## config.mk

```make
export PLATFORM = sky130hd
export DESIGN_NAME = pc_gen_unit
export DESIGN_NICKNAME = d
export VERILOG_FILES = /design/src/rtl/my_pkg.sv /design/src/rtl/pc_redirect_mux.sv /design/src/rtl/pc_gen_unit.sv
export SDC_FILE = /design/constraint.sdc
export NUM_CORES = 1
export LEC_CHECK = 0
export BUFFER_PORTS_ARGS = -buffer_cell sky130_fd_sc_hd__buf_4
export CORE_MARGIN = 4
export CORE_UTILIZATION = 45
export DETAILED_ROUTE_END_ITERATION = 10
export GPL_TIMING_DRIVEN = 0
export PLACE_DENSITY = 0.89
export SKIP_LAST_GASP = 1
export SYNTH_ARGS = -nofsm -noshare
export SYNTH_HDL_FRONTEND = slang
export SYNTH_SLANG_ARGS = --single-unit
export TNS_END_PERCENT = 100
```

## constraint.sdc

```tcl
create_clock -name clk -period 2.22 [get_ports clk]
set_input_delay 0.111 -clock clk [delete_from_list [all_inputs] [get_ports clk]]
set_output_delay 0.111 -clock clk [all_outputs]
set_load 0.005 [all_outputs]
```

## src/rtl/my_pkg.sv

```systemverilog
// Shared types and defaults for the program-counter generator.
package my_pkg;

   localparam int ADDR_WIDTH = 32;
   localparam logic [ADDR_WIDTH-1:0] DEFAULT_RESET_VECTOR = 32'h0000_0000;

   typedef enum logic [1:0] {
      BOOT = 2'd0,
      RUN  = 2'd1,
      HALT = 2'd2
   } pc_state_e;

endpackage

```

## src/rtl/pc_redirect_mux.sv

```systemverilog
// Next-PC selection: trap > branch > sequential handshake > hold.
// A branch to a misaligned target is dropped and flagged; the PC holds.
module pc_redirect_mux
   import my_pkg::*;
#(
   parameter int ADDR_WIDTH = my_pkg::ADDR_WIDTH,
   parameter int INST_BYTES = 4
) (
   input  logic [ADDR_WIDTH-1:0] pc,
   input  logic                  handshake,
   input  logic                  trap_valid,
   input  logic [ADDR_WIDTH-1:0] trap_vec,
   input  logic                  br_valid,
   input  logic [ADDR_WIDTH-1:0] br_target,
   output logic [ADDR_WIDTH-1:0] next_pc,
   output logic                  take,
   output logic                  misalign
);

   localparam logic [ADDR_WIDTH-1:0] ALIGN_MASK = ADDR_WIDTH'(INST_BYTES - 1);
   localparam logic [ADDR_WIDTH-1:0] STEP       = ADDR_WIDTH'(INST_BYTES);

   // Priority select of the next PC with the branch alignment check
   always_comb begin
      next_pc  = pc;
      take     = 1'b0;
      misalign = 1'b0;
      if (trap_valid) begin
         next_pc = trap_vec & ~ALIGN_MASK;
         take    = 1'b1;
      end else if (br_valid) begin
         if ((br_target & ALIGN_MASK) == '0) begin
            next_pc = br_target;
            take    = 1'b1;
         end else begin
            misalign = 1'b1;
         end
      end else if (handshake) begin
         next_pc = pc + STEP;
         take    = 1'b1;
      end
   end

endmodule

```

## src/rtl/pc_gen_unit.sv

```systemverilog
// Program-counter generator at the head of IF: boot delay, run/halt
// sequencing, and the PC register offered over a valid/ready handshake.
//
// state | meaning
// BOOT  | post-reset delay, no fetch offered, boot counter running
// RUN   | pc_o offered to IF, advances on accept
// HALT  | debug halt, no fetch offered, redirects still set the resume PC
module pc_gen_unit
   import my_pkg::*;
#(
   parameter int                             ADDR_WIDTH   = my_pkg::ADDR_WIDTH,
   parameter logic [my_pkg::ADDR_WIDTH-1:0]  RESET_VECTOR = my_pkg::DEFAULT_RESET_VECTOR,
   parameter int                             INST_BYTES   = 4,
   parameter int                             BOOT_CYCLES  = 2
) (
   input  logic                  clk,
   input  logic                  rst_n,
   output logic [ADDR_WIDTH-1:0] pc_o,
   output logic                  pc_valid_o,
   input  logic                  pc_ready_i,
   input  logic                  br_valid_i,
   input  logic [ADDR_WIDTH-1:0] br_target_i,
   input  logic                  trap_valid_i,
   input  logic [ADDR_WIDTH-1:0] trap_vec_i,
   input  logic                  halt_req_i,
   output logic                  halted_o,
   output logic                  misalign_o
);

   localparam int              CNT_W     = $clog2(BOOT_CYCLES + 1);
   localparam logic [CNT_W-1:0] BOOT_LAST = CNT_W'(BOOT_CYCLES - 1);

   pc_state_e             state;
   logic [CNT_W-1:0]      boot_cnt;
   logic [ADDR_WIDTH-1:0] next_pc;
   logic                  take;
   logic                  misalign;

   pc_redirect_mux #(
      .ADDR_WIDTH (ADDR_WIDTH),
      .INST_BYTES (INST_BYTES)
   ) u_redirect_mux (
      .pc         (pc_o),
      .handshake  (pc_valid_o & pc_ready_i),
      .trap_valid (trap_valid_i),
      .trap_vec   (trap_vec_i),
      .br_valid   (br_valid_i),
      .br_target  (br_target_i),
      .next_pc    (next_pc),
      .take       (take),
      .misalign   (misalign)
   );

   // Sequencing FSM plus PC and flag registers; outputs registered alongside the state
   always_ff @(posedge clk or negedge rst_n) begin
      if (!rst_n) begin
         state      <= BOOT;
         boot_cnt   <= '0;
         pc_o       <= RESET_VECTOR;
         pc_valid_o <= 1'b0;
         halted_o   <= 1'b0;
         misalign_o <= 1'b0;
      end else begin
         misalign_o <= misalign;
         if (take) begin
            pc_o <= next_pc;
         end
         case (state)
            BOOT: begin
               boot_cnt <= boot_cnt + CNT_W'(1);
               if (boot_cnt == BOOT_LAST) begin
                  state      <= RUN;
                  pc_valid_o <= 1'b1;
               end
            end
            RUN: begin
               if (halt_req_i) begin
                  state      <= HALT;
                  pc_valid_o <= 1'b0;
                  halted_o   <= 1'b1;
               end
            end
            HALT: begin
               if (!halt_req_i) begin
                  state      <= RUN;
                  pc_valid_o <= 1'b1;
                  halted_o   <= 1'b0;
               end
            end
            default: begin
               state      <= BOOT;
               boot_cnt   <= '0;
               pc_valid_o <= 1'b0;
               halted_o   <= 1'b0;
            end
         endcase
      end
   end

endmodule

```

* Yosys cells after proc, flatten, opt, wreduce, memory -nomap -nowiden
Index checks and enable logic that the tools add are counted.
Widths: inputs -> output; s select.
** Word-level totals
- Register bits after elaboration :: 39
- Bits in latches :: 0
- RAM bits :: 0
- Memory bits (read-only) :: 0
- Bits of input ports :: 70
- Output and inout bits :: 35
- Memories kept :: 0
** Operators by class
- Add/subtract/negate cells :: 2
- $mul :: 0
- Divide/modulo/power cells :: 0
- $lt $le $gt $ge :: 0
- Eq/ne operators :: 7
- Shifts and indexed selects :: 0
- Multiplexer cells :: 23
- Bitwise gates (word level) :: 2
- Reductions and logical operators :: 7
** Operators with widths (number)
- $mux 32 :: 4
- $add 32x3->32 const B :: 1
- $logic_not 32->1 :: 1
- $mux 1 :: 12
- $reduce_and 3->1 :: 3
- $mux 2 :: 3
- $ne 2x2->1 const B :: 3
- $pmux 1 s3 :: 2
- $pmux 2 s3 :: 1
- $eq 2x1->1 const B :: 2
- $pmux 2 s2 :: 1
- $ne 3x1->1 const B :: 1
- $reduce_bool 3->1 :: 1
- $add 2x1->2 const B :: 1
- $eq 2x2->1 const B :: 1
- $logic_not 2->1 :: 1
- $reduce_or 2->1 :: 1
- $and 1x1->1 :: 1
- $not 1->1 :: 1

* Depth between registers and ports, before layout
Gate-level depths: netlist of run 1.
- Word-level depth :: 5
- Depth in mapped cells :: 8
- Depth with buffers taken out :: 6

* By module
Synthesis of run 1 repeated with hierarchy kept, for this count alone.
** Second synthesis, totals
- Cells, all modules :: 342
- Area, all modules :: 3241.9 um2
** By module, submodules not included
- pc_gen_unit :: times used 1, cells each 102, area an instance 1675.4 um2, sequential area each 950.9 um2
- pc_redirect_mux :: times used 1, cells each 240, area an instance 1566.5 um2, sequential area each 0.0 um2

* Worst setup path before layout of run 1
OpenSTA, ideal clock, no wires.
- Path type :: reg-to-reg
- Start point :: reg pc_o[5]
- End point :: reg pc_o[27]
- Library setup time :: 0.121 ns
- Arrival time :: 2.001 ns
- Data required time :: 2.099 ns
- Setup slack :: 0.098 ns
- Stages on the path, launching flop included :: 8
- Path through :: dfrtp_1 buf_2 nand4_2 or4_1 buf_2 nor4_2 a31oi_1 o22a_1
** On the way
- Cells in the longest elaborated chain, start to end :: 4
** Ends and longest elaborated chain
- start: declaration :: RTL line pc_gen_unit.sv:18 : output logic [ADDR_WIDTH-1:0] pc_o,
- start signal: assignment :: RTL line pc_gen_unit.sv:66 : pc_o <= next_pc;
- $add 32x3->32 :: RTL line pc_redirect_mux.sv:39 : next_pc = pc + STEP;
- $mux 32 :: RTL line pc_redirect_mux.sv:38 : end else if (handshake) begin
- $mux 32 :: RTL line pc_redirect_mux.sv:31 : end else if (br_valid) begin
- $mux 32 :: RTL line pc_redirect_mux.sv:28 : if (trap_valid) begin
No other way between the ends. The select of a mux whose other input is x is not followed.
A chain may end at the register's enable or synchronous reset.

==> metrics, run 1 <==
initial antenna violation count 0; DRT iter0 DRCs 392; library cells used by synthesis 53; root buf cell clkbuf_8; power share of the clock group 20.1%; Post-synth ARST share 100%; Final Max Slew Viols 0; TritonCTS clock tree yes; fillers 467; Core Region 5640 µm²; crit path kind reg2reg; largest net degree at the start of global routing 39; CP Data Arrival Time roughly 2.4 ns; max cap viols 0; # port buffers 101; Final #Nets 524; chip height ~85 µm; Leak between 1.5 and 2 nW; vias in the first global route 3197; Setup crit end kind flop; switch share 37.8%; maximum clock insertion buffer count 2; hold violation total from the final report 0; detailed placement HPWL 7030 µm; status finished, final reports clean; boundary pin count between 100 and 150; most frequent cells after synthesis a21oi_1 (44), dfrtp_1 (38), nand2_1 (36), nor2_1 (27), o21ai_0 (23); syn_nets approximately 420; clk sinks 38; combinational fraction of design power 39.6%; gr usage total 26.5%; Die X 85.3 µm; Avg Cell Area, Syn 7.89 µm²; first-pass GRT wire length 15400 µm; FP Rows 27; Data required, critical path 2.44 ns; part of the power in registers slightly above 40%; cell with the most instances after synthesis a21oi_1; Syn. warnings 0; Clock Latency Late Sink 0.30 ns; CTS Buf Count 5; total vias in the final route 3334; die area 7280 µm²; Synth Cell Area 2690 µm²; post-synthesis cell count 341; Synth area leader dfrtp_1; Achievable Freq 454 MHz; Pwr Total ~0.0025 W; register area share after synthesis 35.3%; Inserted Diodes 0; Antenna Nets Post-Route 0; worst min-delay path class in2reg; DRT Pass-1 Iters 7; top_reg_cell synth dfrtp_1; post-synth top area share between 30% and 40%; Place WS -0.234 ns; grt total ovfl 0; register area 955 µm²; Vias/cell 6.39; drc violations 0; clk_skew a little under 0.007 ns; gp weighted congestion just under 1; htree depth 2; largest fanout on the critical path 10; minimum clock period 2.20 ns; number of setup violations in the final report 0; Post-synth EDFFs 0; drt total wl 9690 µm; Max-slew headroom 58.9%; Multi-input gate area around 1700 µm²; final worst setup slack 0.0150 ns; Worst-path clk slew 0.08 ns; Synth Register Bits 38; fraction of layout cells with a size suffix above 1 about 28%; RSZ-0062 raised after global routing yes; initial core utilization 47.7%; Switch Pwr roughly 0.00096 W; VDD IR max 391 µV; startpoint type of the worst setup path flop; fin crit share between 90% and 100%; Final Core Density 65.6%; wire per inst 18.6 µm; largest cells by area after synthesis dfrtp_1 (35%), a21oi_1 (8.2%), nand2_1 (5.0%); Tightest Pin Transition 0.616 ns; Power Dens Cells 688 nW/µm²; Pint about 0.0016 W; synth-to-layout area growth 37.5%
[logic make-up (layout without fill, tap and decap cells)]
kind of cell               Yosys count  after routing  share of synthesized area [%]
and+or+nand+nor                    138            138                           26.5
AOI/OAI and AO/OA                  117            117                           27.1
buffers and inverters               30            139                           4.28
DFF                                 38             38                           35.3
xor gates and xnor gates             8              8                           2.60
muxes                                5              5                           1.91
adders and majority gates            5              5                           2.32
[sequential cells by signal, indices dropped and copies added, names as in the netlist]
| register | cells |
|---|---|
| boot_cnt | 2 |
| halted_o | 1 |
| misalign_o | 1 |
| pc_o | 32 |
| state | 2 |
[layer usage]
metal	wire length, µm	vias to the layer above	share of wire (%)	GRT usage [%]
met5	0	-	0	0
met1	3600	1513	37	33.0
met3	1220	52	13	6.60
met2	4510	276	47	42.6
li1	-	1493	-	-
met4	359	0	3.7	12.8
[critical path: stages (launching register included)]
cell	delay (ns)
dfrtp_1	0.46
nand2_1	0.25
o2bb2ai_1	0.26
clkbuf_1	0.48
clkbuf_2	0.40
a21oi_1	0.08
a21oi_1	0.19
[worst paths after layout]
check                          startpoint          end  slack, ns  depth (start not counted)
max reg2reg                      state[0]     pc_o[21]       0.02                          6
min in group asynchronous           rst_n     pc_o[11]       0.32                          2
max                              state[0]     pc_o[21]       0.02                          6
min reg2reg                   boot_cnt[1]  boot_cnt[1]       0.49                          2
max in group asynchronous           rst_n      pc_o[2]       1.53                          2
min                        trap_vec_i[17]     pc_o[17]       0.03                          3
[per-stage QoR]
step,std cells,hold slack (ns),setup TNS (ns),area (µm²)
final,522,0.0320,0,3700
after global routing,522,0.0380,-0.136,3700
after CTS,522,0.0281,0,3680
after detailed placement,514,0.120,-1.15,3540
after global placement,514,0.112,-0.555,3540
after floorplan,341,-0.185,0,2690
[power by group through the flow]
stage                     Clock [W]  Sequential, W  Combinational (W)
final                      0.000511        0.00103            0.00101
after global routing       0.000545        0.00105            0.00111
after CTS                  0.000514        0.00102           0.000983
after detailed placement          0        0.00102           0.000963
after global placement            0        0.00101           0.000921
after floorplan                   0       0.000993           0.000517
[area by class of cell]
class	instances	share of cell area (%)
Clock inverter	1	0.135
Sequential cell	38	25.8
Timing Repair Buffer	104	21.2
Tap cell	72	2.43
Inverter	8	0.811
Buffer	19	2.20
Clock buffer	7	2.33
Multi-Input combinational cell	273	45.1
[cells in the final DEF, fill, tap and decap left out, drive strengths merged, types with 7 or more instances in the layout]
master  instances
a21oi          44
and3            8
buf           107
clkbuf         22
dfrtp          38
inv             7
nand2          36
nand2b          7
nand3          21
nand4           7
nor2           27
nor3            7
o21ai          23
[what timing repair did]
action | in CTS | in global routing
setup endpoints to repair | 8 | 12
hold endpoints to repair | 38 | 0
hold buffers | 1 | 0
gates resized for setup | 11 | 7
setup buffers | 0 | 2
pin swaps | 0 | 2
No activity file was read; power rests on OpenSTA's default activity.
==> run 2: changes to the inputs <==
--- a/config.mk
+++ b/config.mk
@@ -5,9 +5,10 @@
 export SDC_FILE = /design/constraint.sdc
 export NUM_CORES = 1
 export LEC_CHECK = 0
+export ABC_AREA = 1
 export BUFFER_PORTS_ARGS = -buffer_cell sky130_fd_sc_hd__buf_4
 export CORE_MARGIN = 4
-export CORE_UTILIZATION = 45
+export CORE_UTILIZATION = 46
 export DETAILED_ROUTE_END_ITERATION = 10
 export GPL_TIMING_DRIVEN = 0
 export PLACE_DENSITY = 0.89
==> metrics, run 2 <==
CTS Buf Count 5 (unchanged); Synth Cell Area 2980 µm² (was 2690 µm²); power share of the clock group 21.8% (was 20.1%); Vias/cell 5.26 (was 6.39); Worst-path clk slew 0.08 ns (about the same); register area share after synthesis 31.9% (was 35.3%); cell with the most instances after synthesis nand2_1 (was a21oi_1); Simple-Gate Fraction of Synth Area 41.2% (was 26.5%); part of the power in registers 37.9% (was 40.3%); largest family of logic cells by synthesized area simple AND/OR/NAND/NOR gates (was compound AO/OA/AOI/OAI gates); number of setup violations in the final report 0 (unchanged); commonest non-fill, non-tap cells in the layout nand2_1 (134), nor2_1 (108), buf_4 (102) (was buf_4 (103), a21oi_1 (43), nand2_1 (36)); Pint 0.00169 W (was 0.00159 W); Antenna Nets Post-Route 0 (unchanged); largest fanout on the critical path 6 (was 10); CP Data Arrival Time 1.97 ns (was 2.43 ns); switch share 39.4% (was 37.8%); largest net degree at the start of global routing 39 (unchanged); mux contribution to synthesized area 0% (was 1.91%); max reg flops 32 (unchanged); drc violations 0 (unchanged); die area 7830 µm² (was 7280 µm²); post-synthesis cell count 478 (was 341); post-route cell area 3960 µm² (was 3700 µm²); post-synth top area share 31.9% (was 35.3%); Synth Area in Adders 2.10% (was 2.32%); Place WS 0.506 ns (was -0.234 ns); total vias in the final route 3503 (was 3334); Power Dens Cells 706 nW/µm² (was 688 nW/µm²); fin crit share 77.9% (was 99.3%); Leak 1.96 nW (was 1.61 nW); Avg Cell Area, Syn 6.24 µm² (was 7.89 µm²); status finished, final reports clean (unchanged); Max-slew headroom 59.7% (was 58.9%); library cells used by synthesis 29 (was 53); Synth Register Bits 38 (unchanged); Setup TNS Final 0 ns (unchanged); vias in the first global route 3562 (was 3197); FP Rows 29 (was 27); worst min-delay path class in2reg (unchanged); Core Region 6310 µm² (was 5640 µm²); Final Max Slew Viols 0 (unchanged); gr usage total 27.6% (was 26.5%); initial antenna violation count 0 (unchanged); Tightest Pin Transition 0.604 ns (was 0.616 ns); Final Core Density 62.7% (was 65.6%); minimum clock period 1.73 ns (was 2.20 ns); max cap viols 0 (unchanged); Post-DP Area 3840 µm² (was 3540 µm²); Synth Area in XOR/XNOR 2.06% (was 2.60%); initial core utilization 47.2% (was 47.7%); Final #Nets 663 (was 524); fraction of layout cells with a size suffix above 1 23.1% (was 28.2%); Switch Pwr 0.00110 W (was 0.000962 W); startpoint type of the worst setup path flop (unchanged); root buf cell clkbuf_8 (unchanged); # port buffers 102 (was 101); RSZ-0062 raised after global routing no (was yes); Synth area leader dfrtp_1 (unchanged); synth-to-layout area growth 32.9% (was 37.5%); commonest non-fill, non-tap cell in the layout nand2_1 (was buf_4); syn_nets 553 (was 416); drt total wl 10100 µm (was 9690 µm); crit path kind reg2reg (unchanged); biggest regs pc_o x32, boot_cnt x2, state x2 (unchanged); Setup crit end kind flop (unchanged); CTS-repair resized insts 0 (was 11); DRT iter0 DRCs 196 (was 392); Compound-Gate Fraction of Synth Area 14.1% (was 27.1%); wire per inst 15.2 µm (was 18.6 µm); Achievable Freq 578 MHz (was 454 MHz); hold violation total from the final report 0 (unchanged); Clock Latency Late Sink 0.29 ns (was 0.30 ns); detailed placement HPWL 7890 µm (was 7030 µm); most frequent cells after synthesis nand2_1 (134), nor2_1 (108), a21oi_1 (42), dfrtp_1 (38), inv_1 (37) (was a21oi_1 (44), dfrtp_1 (38), nand2_1 (36), nor2_1 (27), o21ai_0 (23)); Post-synth ARST share 100% (unchanged); clk sinks 38 (unchanged); DRT Pass-1 Iters 5 (was 7); top_reg_cell synth dfrtp_1 (unchanged); htree depth 2 (unchanged); largest cells by area after synthesis dfrtp_1 (32%), nand2_1 (17%), nor2_1 (14%) (was dfrtp_1 (35%), a21oi_1 (8.2%), nand2_1 (5.0%)); grt total ovfl 0 (unchanged); Syn. warnings 0 (unchanged); maximum clock insertion buffer count 2 (unchanged); combinational fraction of design power 40.4% (was 39.6%); chip height 88.5 µm (was 85.3 µm); first-pass GRT wire length 16700 µm (was 15400 µm); Post-synth EDFFs 0 (unchanged); final worst setup slack 0.490 ns (was 0.0150 ns); VDD IR max 576 µV (was 391 µV); clk_skew 0.00395 ns (was 0.00673 ns); Data required, critical path 2.46 ns (was 2.44 ns); boundary pin count 105 (unchanged); Inserted Diodes 0 (unchanged); Die X 88.5 µm (was 85.3 µm); TritonCTS clock tree yes (unchanged); Top reg by flops pc_o (unchanged); gp weighted congestion 0.917 (was 0.984)
## run 2: power groups by stage
stage	clock network, W	logic (W)	registers [W]
floorplan	0	0.000649	0.00103
global placement	0	0.00109	0.00106
detailed placement	0	0.00113	0.00107
CTS	0.000619	0.00114	0.00106
global route	0.000653	0.00130	0.00108
finish	0.000609	0.00113	0.00106
## run 2: area by class of cell
| type | instances | area (µm²) |
|---|---|---|
| fillers | 620 | 2350 |
| multi-input cells | 384 | 1770 |
| flip-flops and latches | 38 | 951 |
| repair buffers | 103 | 776 |
| inverters | 39 | 146 |
| plain buffers | 17 | 113 |
| well taps | 77 | 96.3 |
| clock buffers | 5 | 68.8 |
| clock inverters | 3 | 40.0 |
## run 2: worst paths after layout
kind | from | to | slack (ns) | cells past startpoint
worst max-delay path | pc_o[2] | pc_o[18] | 0.49 | 10
worst max register to register | pc_o[2] | pc_o[18] | 0.49 | 10
worst min register to register | pc_o[1] | pc_o[1] | 0.51 | 2
worst min-delay path | trap_vec_i[3] | pc_o[3] | 0.06 | 3
max in group asynchronous | rst_n | pc_o[12] | 1.51 | 2
min in group asynchronous | rst_n | pc_o[17] | 0.34 | 2
## run 2: logic make-up after synthesis
| group | after synthesis |
|---|---|
| AO/OA/AOI/OAI | 77 |
| XOR/XNOR | 7 |
| adder cells (fa/ha/maj) | 5 |
| buffers and inverters | 56 |
| flip-flops | 38 |
| AND/OR/NAND/NOR | 295 |
## run 2: worst max-delay path, cell delays in order, from the launching register on
cell and delay, ns:
dfrtp_1 0.45, ha_1 0.26, nand2_2 0.09, nor2_4 0.16, nand2_2 0.11, nor2_1 0.22, xor2_1 0.16, nand2_1 0.07
nand2_1 0.06, nand2_1 0.05, nand2_1 0.05
## run 2: through the flow
stage          cells  power, W  hold WS, ns
2_1_floorplan    478   0.00167       -0.185
3_3_place_gp     657   0.00215        0.119
3_5_place_dp     657   0.00220        0.127
4_1_cts          666   0.00281       0.0531
5_1_grt          666   0.00304       0.0737
6_report         666   0.00280       0.0604
## run 2: routing by layer
layer	GRT usage [%]	routed length (µm)	up-vias
met5	0	0	-
met4	9.34	194	0
met3	4.10	698	17
met2	46.6	4870	132
met1	36.1	4360	1605
li1	-	-	1749
## run 2: repair_timing
| item | 4_1_cts | 5_1_grt |
|---|---|---|
| setup buffers | 0 | 0 |
| endpoints found under the setup margin | 0 | 0 |
| hold buffers | 1 | 0 |
| endpoints found under the hold margin | 38 | 0 |
==> run 3: changes to the inputs <==
--- a/config.mk
+++ b/config.mk
@@ -8,10 +8,10 @@
 export ABC_AREA = 1
 export BUFFER_PORTS_ARGS = -buffer_cell sky130_fd_sc_hd__buf_4
 export CORE_MARGIN = 4
-export CORE_UTILIZATION = 46
+export CORE_UTILIZATION = 51
 export DETAILED_ROUTE_END_ITERATION = 10
 export GPL_TIMING_DRIVEN = 0
-export PLACE_DENSITY = 0.89
+export PLACE_DENSITY = 0.92
 export SKIP_LAST_GASP = 1
 export SYNTH_ARGS = -nofsm -noshare
 export SYNTH_HDL_FRONTEND = slang
==> constraint.sdc (replaced) <==
create_clock -name clk -period 1.6 [get_ports clk]
set_input_delay 0.08 -clock clk [delete_from_list [all_inputs] [get_ports clk]]
set_output_delay 0.08 -clock clk [all_outputs]
set_load 0.005 [all_outputs]
==> metrics, run 3 (synthesis results as in run 2) <==
status complete, but fails checks (was finished, final reports clean); failing checks setup timing; wire per inst 16.3 µm (was 15.2 µm); Pint 0.00237 W (was 0.00169 W); clk_skew 0.00700 ns (was 0.00395 ns); Power Dens Cells 968 nW/µm² (was 706 nW/µm²); initial antenna violation count 0 (unchanged); RSZ-0062 raised after global routing yes (was no); FP Rows 27 (was 29); drc violations 0 (unchanged); Top reg by flops pc_o (unchanged); maximum clock insertion buffer count 2 (unchanged); Final Core Density 74.8% (was 62.7%); gr usage total 29.6% (was 27.6%); final worst setup slack -0.0210 ns (was 0.490 ns); detailed placement HPWL 8120 µm (was 7890 µm); minimum clock period 1.62 ns (was 1.73 ns); chip height 84.4 µm (was 88.5 µm); Clock Latency Late Sink 0.29 ns (about the same); worst min-delay path class in2reg (unchanged); startpoint type of the worst setup path flop (unchanged); clk sinks 38 (unchanged); Die X 84.4 µm (was 88.5 µm); Switch Pwr 0.00166 W (was 0.00110 W); DRT Pass-1 Iters 5 (unchanged); power share of the clock group 18.0% (was 21.8%); crit path kind reg2reg (unchanged); total vias in the final route 3678 (was 3503); Setup crit end kind flop (unchanged); first-pass GRT wire length 17100 µm (was 16700 µm); vias in the first global route 3565 (was 3562); gp weighted congestion 0.938 (was 0.917); commonest non-fill, non-tap cell in the layout nand2_1 (unchanged); hold violation total from the final report 0 (unchanged); Final Max Slew Viols 0 (unchanged); number of setup violations in the final report 3 (was 0); Worst Setup EP pc_o[10] (was pc_o[18]); max reg flops 32 (unchanged); initial core utilization 53.5% (was 47.2%); Final #Nets 673 (was 663); synth-to-layout area growth 39.8% (was 32.9%); htree depth 2 (unchanged); drt total wl 10900 µm (was 10100 µm); largest net degree at the start of global routing 39 (unchanged); CP Data Arrival Time 1.79 ns (was 1.97 ns); grt total ovfl 0 (unchanged); Tightest Pin Transition 0.636 ns (was 0.604 ns); part of the power in registers 37.4% (was 37.9%); # port buffers 102 (unchanged); Worst-path clk slew 0.08 ns (about the same); biggest regs pc_o x32, boot_cnt x2, state x2 (unchanged); Place WS -0.137 ns (was 0.506 ns); Leak 2.03 nW (was 1.96 nW); Vias/cell 5.48 (was 5.26); fraction of layout cells with a size suffix above 1 30.6% (was 23.1%); combinational fraction of design power 44.5% (was 40.4%); commonest non-fill, non-tap cells in the layout nand2_1 (132), buf_4 (110), nor2_1 (100) (was nand2_1 (134), nor2_1 (108), buf_4 (102)); Data required, critical path 1.77 ns (was 2.46 ns); die area 7130 µm² (was 7830 µm²); Antenna Nets Post-Route 0 (unchanged); max cap viols 0 (unchanged); largest fanout on the critical path 4 (was 6); root buf cell clkbuf_8 (unchanged); TritonCTS clock tree yes (unchanged); reg2reg start pc_o[3] (was pc_o[2]); worst r2r dst pc_o[10] (was pc_o[18]); DRT iter0 DRCs 364 (was 196); Achievable Freq 617 MHz (was 578 MHz); Core Region 5570 µm² (was 6310 µm²); VDD IR max 732 µV (was 576 µV); switch share 41.3% (was 39.4%); crit path from pc_o[3] (was pc_o[2]); Inserted Diodes 0 (unchanged); Setup TNS Final -0.0440 ns (was 0 ns); R2R cell count 10 (unchanged); R2R setup slack -0.02 ns (was 0.49 ns); Max-slew headroom 57.6% (was 59.7%); fin crit share 101% (was 77.9%); boundary pin count 105 (unchanged); CTS Buf Count 5 (unchanged)
-- run 3: changes by cell type in the layout (fill, tap and decap cells not counted), moves of 4 or more --
cell     change
dfrtp_1     -18
dfrtp_2     +18
buf_4        +8
nor2_1       -8
nand3_1      -5
nand3_2      +5
nand2_4      +4
nor2_2       +4
nor2_4       +4
-- run 3: final cells by class --
type	instances	area (µm²)
clock inverter	1	5.00
tap	72	90.1
fill	464	1410
multi-input combinational	384	1890
buffer	17	118
inverter	39	146
clock buffer	7	86.3
sequential	38	973
timing repair buffer	113	858
-- run 3: how the worst min path moves through the flow --
stage,startpoint,end,depth (start not counted)
floorplan,rst_n,boot_cnt[0],0
finish,trap_vec_i[3],pc_o[3],3
detailed placement,rst_n,pc_o[12],1
global placement,rst_n,pc_o[12],1
global route,trap_vec_i[3],pc_o[3],3
CTS,trap_vec_i[3],pc_o[3],3
-- run 3: power by group through the flow --
| stage | clock network, W | logic, W | registers, W |
|---|---|---|---|
| floorplan | 0 | 0.000901 | 0.00142 |
| global placement | 0 | 0.00151 | 0.00148 |
| detailed placement | 0 | 0.00159 | 0.00149 |
| CTS | 0.000730 | 0.00163 | 0.00146 |
| global route | 0.000780 | 0.00199 | 0.00154 |
| finish | 0.000728 | 0.00180 | 0.00151 |
-- run 3: critical path, cell delays in order, from the launching register on --
cell and delay (ns):
dfrtp_1 0.45, ha_4 0.20, nand2_4 0.06, nor2_4 0.16, nand2_4 0.09, inv_1 0.11, nand2_1 0.09, nand3_1 0.08
nand2_1 0.07, nor2_1 0.11, o22ai_1 0.08
-- run 3: per-layer routing --
layer	up-vias	wire [µm]	GRT usage, %
met5	-	0	0
met1	1678	4500	38.7
met3	32	840	5.10
met2	200	5300	50.1
met4	0	264	9.21
li1	1768	-	-
-- run 3: per-stage QoR --
step                instance area, µm²  hold WS [ns]  total power, W  std cells
finish                            4170        0.0450         0.00403        671
global placement                  3840        0.0872         0.00299        652
floorplan                         2980        -0.216         0.00232        478
detailed placement                3840        0.0961         0.00307        652
global route                      4170        0.0451         0.00432        671
CTS                               3960        0.0276         0.00382        663
-- run 3: what timing repair did --
item,4_1_cts,5_1_grt
pin swaps,0,11
hold buffers,1,0
endpoints found under the setup margin,8,27
endpoints found under the hold margin,38,0
buffers inserted,2,8
gates resized for setup,3,50
